## config.mk

```make
export PLATFORM = sky130hd
export DESIGN_NAME = win5x5_gen
export DESIGN_NICKNAME = d
export VERILOG_FILES = /design/src/rtl/win_pkg.sv /design/src/rtl/line_buf_4row.sv /design/src/rtl/win5x5_gen.sv
export SDC_FILE = /design/constraint.sdc
export NUM_CORES = 2
export LEC_CHECK = 0
export CORE_UTILIZATION = 40
export DETAILED_ROUTE_END_ITERATION = 7
export PLACE_DENSITY = 0.67
export SLEW_MARGIN = 30
export SYNTH_ARGS = -nofsm -noshare
export SYNTH_HDL_FRONTEND = slang
export SYNTH_HIERARCHICAL = 1
export SYNTH_SLANG_ARGS = --single-unit
export TNS_END_PERCENT = 20
```

## constraint.sdc

```tcl
create_clock -name clk -period 14.41 [get_ports clk]
set_clock_uncertainty 0.05 [all_clocks]
set_input_delay 2.882 -clock clk [delete_from_list [all_inputs] [get_ports clk]]
set_output_delay 2.882 -clock clk [all_outputs]
set_load 0.01 [all_outputs]
```

## src/rtl/win_pkg.sv

```systemverilog
// Shared constants, FSM state type and window bit-layout helper for the
// 5x5 sliding-window generator.
package win_pkg;

    localparam int PIX_W    = 8;
    localparam int WIN_K    = 5;
    localparam int WIN_BITS = PIX_W * WIN_K * WIN_K;

    typedef enum logic {
        IDLE   = 1'b0,
        ACTIVE = 1'b1
    } state_t;

    // LSB offset of window pixel (row r, col c) in the packed 200-bit bus.
    function automatic int unsigned bit_off(input int unsigned r, input int unsigned c);
        return (PIX_W * WIN_K * r) + (PIX_W * c);
    endfunction

endpackage

```

## src/rtl/line_buf_4row.sv

```systemverilog
// Four-row line buffer: one 32-bit word per column holding rows y-4..y-1.
// Combinational read, synchronous read-before-write at the same address.
module line_buf_4row #(
    parameter int DEPTH = 64
) (
    input  logic                     clk,
    input  logic                     we,
    input  logic [$clog2(DEPTH)-1:0] addr,
    input  logic [31:0]              wdata,
    output logic [31:0]              rdata
);

    // No reset on the array so it maps onto distributed RAM.
    logic [31:0] mem [DEPTH];

    assign rdata = mem[addr];

    always_ff @(posedge clk) begin
        if (we) begin
            mem[addr] <= wdata;
        end
    end

endmodule

```

## src/rtl/win5x5_gen.sv

```systemverilog
// Streaming 5x5 window generator: frame FSM, raster counters, window array
// and registered window/strobe outputs. Border windows are suppressed.
module win5x5_gen
    import win_pkg::*;
#(
    parameter int IMG_WIDTH  = 64,
    parameter int IMG_HEIGHT = 64
) (
    input  logic                clk,
    input  logic                rst_n,
    input  logic [PIX_W-1:0]    pix_in,
    input  logic                pix_valid,
    input  logic                sof,
    output logic [WIN_BITS-1:0] win_out,
    output logic                win_valid,
    output logic                frame_done,
    output logic                busy,
    output logic                state_dbg
);

    localparam int CW = $clog2(IMG_WIDTH);
    localparam int RW = $clog2(IMG_HEIGHT);

    state_t state, state_nxt;

    logic [CW-1:0] col, pos_col;
    logic [RW-1:0] row, pos_row;
    logic          accept, last_pix, emit;

    logic [31:0]      lb_rd;
    logic [PIX_W-1:0] win     [WIN_K][WIN_K];
    logic [PIX_W-1:0] win_nxt [WIN_K][WIN_K];
    logic [WIN_BITS-1:0] win_pack;

    // FSM state register
    always_ff @(posedge clk or negedge rst_n) begin
        if (!rst_n) begin
            state <= IDLE;
        end else begin
            state <= state_nxt;
        end
    end

    // FSM next-state logic
    always_comb begin
        state_nxt = state;
        case (state)
            IDLE:    if (accept)   state_nxt = ACTIVE;
            ACTIVE:  if (last_pix) state_nxt = IDLE;
            default: state_nxt = IDLE;
        endcase
    end

    // FSM outputs; sof relocates the current pixel to (0,0) in either state.
    always_comb begin
        accept    = pix_valid && ((state == ACTIVE) || sof);
        pos_col   = sof ? '0 : col;
        pos_row   = sof ? '0 : row;
        last_pix  = accept && (pos_col == CW'(IMG_WIDTH - 1))
                           && (pos_row == RW'(IMG_HEIGHT - 1));
        emit      = accept && (pos_col >= CW'(WIN_K - 1))
                           && (pos_row >= RW'(WIN_K - 1));
        busy      = rst_n && ((state == ACTIVE) || (pix_valid && sof));
        state_dbg = state;
    end

    always_ff @(posedge clk or negedge rst_n) begin
        if (!rst_n) begin
            col <= '0;
            row <= '0;
        end else if (accept) begin
            if (pos_col == CW'(IMG_WIDTH - 1)) begin
                col <= '0;
                row <= (pos_row == RW'(IMG_HEIGHT - 1)) ? '0 : pos_row + RW'(1);
            end else begin
                col <= pos_col + CW'(1);
                row <= pos_row;
            end
        end
    end

    line_buf_4row #(
        .DEPTH (IMG_WIDTH)
    ) u_line_buf (
        .clk   (clk),
        .we    (accept),
        .addr  (pos_col),
        .wdata ({lb_rd[23:0], pix_in}),
        .rdata (lb_rd)
    );

    // Shift every row left; the new right column is the buffered column plus pix_in.
    always_comb begin
        for (int r = 0; r < WIN_K; r++) begin
            for (int c = 0; c < WIN_K - 1; c++) begin
                win_nxt[r][c] = win[r][c+1];
            end
        end
        win_nxt[0][4] = lb_rd[31:24];
        win_nxt[1][4] = lb_rd[23:16];
        win_nxt[2][4] = lb_rd[15:8];
        win_nxt[3][4] = lb_rd[7:0];
        win_nxt[4][4] = pix_in;
    end

    always_ff @(posedge clk) begin
        if (accept) begin
            win <= win_nxt;
        end
    end

    always_comb begin
        win_pack = '0;
        for (int r = 0; r < WIN_K; r++) begin
            for (int c = 0; c < WIN_K; c++) begin
                win_pack[bit_off(r, c) +: PIX_W] = win_nxt[r][c];
            end
        end
    end

    always_ff @(posedge clk or negedge rst_n) begin
        if (!rst_n) begin
            win_out    <= '0;
            win_valid  <= 1'b0;
            frame_done <= 1'b0;
        end else begin
            win_valid  <= emit;
            frame_done <= last_pix;
            if (emit) begin
                win_out <= win_pack;
            end
        end
    end

endmodule

```

==> reports/metrics.yaml <==
status: "finished, final reports clean"
clkPwrFrac_pct: 38.9
min_period_ns: 8.27
p_int_uw: 11700
dieArea_mm2: 0.230
cts.repair.resized: 0
cts_tree: "yes"
nets: 5214
worstSetupPathType: "in -> reg"
place_inst: 7971
peakVddDrop_mv: 0.106
switching_share_pct: 23.7
final_cell_mix: "2208 x edfxtp_1, 260 x mux2i_1, 235 x clkbuf_16"
dp_hpwl_um: 149000
yosys_warnings: 6
start_kind: "input pin"
core_area_mm2: 0.227
grt_max_degree: 134
power_leakage_uw: 0.0349
area_growth_pct: 15.4
wl_per_cell_um: 32.3
setup_viol: 0
use_met2_pct: 35.8
crit_path_end_kind: "flip-flop"
hold_buffers: 0
fillers: 18700
dieWidth_um: 480
drive_gt1_share_pct: 16.8
post-route-period-util_pct: 57.4
utilization_pct: 46.4
cp_max_fo: 50
yosysUniqueCellTypes: 67
power_density_mw_per_mm2: 145
drt_wl_total_um: 272000
seq_area_mm2: 0.0717
grt_pass1_wl_um: 381000
track_usage_pct: 23.2
drv_cap: 0
setup_slack_ns: 6.14
cts.sinks: 2423
final_hold_viol_count: 0
vias_per_cell: 6.23
grt.busiest_layer: "met2"
num_vias: 52400
cts_setup_buffers: 0
met3_usage_pct: 5.72
clock.fmax_mhz: 121
numCtsBuffers: 234
grt_pass1_vias: 50100
ys_seq_area_share_pct: 78.4
grt_use_met1_pct: 31.0
switching_power_uw: 3630
overflow: 0
worst_pin_slew_ns: 1.18
layout_commonest_cell: "edfxtp_1"
synth_edf_count: 2208
multiInputGateArea_mm2: 0.0189
antenna_found_initial: 16
combPwrFrac_pct: 8.3
io_buffers: 215
fin_setup_tns_ns: 0
synth_cells: 4881
io_pins: 216
syn_nets: 4896
finalMaxSlewViolations: 0
drcViolationCount: 0
cp.required_ns: 15.10
rows: 175
gp_congestion: 0.857
ant_nets: 0
syn_area_mm2: 0.0914
clkTransAtPathRegs_ns: 0.06
start_util_pct: 40.2
layout.cells.non_filler: 8420
synth_ff_type: "edfxtp_1"
crit_arrival_ns: 8.96
pwr-share-seq_pct: 52.8
die_h_um: 480
cts-root-buf: "clkbuf_16"
avgSynthCellArea_um2: 18.7
cts_buffer_depth: 3
max-slew-margin-rel_pct: 21.5
place_ws_ns: 5.26
synth-seq-cells: 2423
insertion_delay_ns: 0.87
hp-class: "reg -> reg"
dr.pass1.iters: 6
rsz0062_at_grt: "no"
h-tree-depth: 4
drt_iter0_drc: 7814
async_flop_share_pct: 8.87
-- flip-flops by register name, summed over array words and instances, names as in the netlist --
signal,cells
state_dbg,1
col,6
win_out,200
row,6
u_line_buf/mem,2048
frame_done,1
win,160
win_valid,1
-- per-layer routing --
metal / share of wire, % / up-vias / wire length [µm]
li1: - / 20700 / -
met1: 37 / 27100 / 100000
met5: 0.014 / - / 39
met4: 5.0 / 6 / 13700
met3: 13 / 764 / 35100
met2: 45 / 3941 / 123000
-- power groups by stage --
stage	combinational, µW	clock, µW	sequential, µW
2_1_floorplan	704	0	8240
3_5_place_dp	1250	0	8230
3_3_place_gp	1220	0	8230
5_1_grt	1330	6280	8090
6_report	1280	5960	8080
4_1_cts	1250	6010	8090
-- cells by family (layout without fill, tap and decap cells) --
family | Yosys count | after routing | synth area share, %
DFF | 2423 | 2423 | 78.4
AOI/OAI and AO/OA | 950 | 950 | 7.60
muxes | 704 | 704 | 9.50
and+or+nand+nor | 470 | 470 | 2.71
buffers and inverters | 328 | 852 | 1.73
adders and majority gates | 3 | 3 | 0.0411
xor gates and xnor gates | 3 | 3 | 0.0287
other | 0 | 6 | 0
-- path summary, 6_finish.rpt --
path	depth (start not counted)	from	to	slack [ns]
worst max-delay path	15	sof	win_out[152]	6.14
worst min-delay path	0	win[181]	win[189]	0.38
max in group asynchronous	3	rst_n	win_out[2]	10.50
worst max register to register	10	col[2]	u_line_buf/mem[43][28]	8.53
min in group asynchronous	1	rst_n	win_out[81]	1.86
worst min register to register	0	win[181]	win[189]	0.38
-- cells in the mapped netlist, types with 88 or more instances --
cell type	n	area, µm²
mux2_2	157	1770
a22oi_1	188	1410
o21ai_0	88	440
edfxtp_1	2208	66300
mux2_1	191	2150
clkbuf_1	171	642
dfrtp_1	215	5380
mux4_2	96	2160
o22ai_1	93	582
mux2i_1	260	2600
a21oi_1	123	616
nor2_1	148	556
and3_1	88	551
a221oi_1	175	1530
-- final cells by class --
class | count | share of cell area (%)
timing repair buffer | 405 | 3.48
sequential | 2423 | 67.9
clock buffer | 298 | 5.85
tap | 3009 | 3.57
multi-input combinational | 2130 | 17.9
antenna | 6 | 0.0142
inverter | 5 | 0.0462
clock inverter | 144 | 1.23
-- worst max-delay path: stages --
cell and delay (ns):
clkdlybuf4s50_1 0.42, buf_4 0.23, nand2b_1 0.27, inv_8 0.35
buf_4 0.53, buf_4 0.64, nor2_4 0.26, buf_4 0.41
a22oi_1 0.32, nor2_1 0.08, or3_1 0.38, a2111oi_0 0.36
nand4_1 0.64, buf_4 0.54, mux2_1 0.39
-- through the flow --
step / area, µm² / hold WS (ns) / total power (µW)
3_3_place_gp: 97800 / 0.375 / 9450
3_5_place_dp: 98000 / 0.381 / 9490
5_1_grt: 106000 / 0.398 / 15700
4_1_cts: 105000 / 0.388 / 15400
2_1_floorplan: 91400 / 0.370 / 8940
6_report: 106000 / 0.377 / 15300
(Power assumes the default switching activity.)
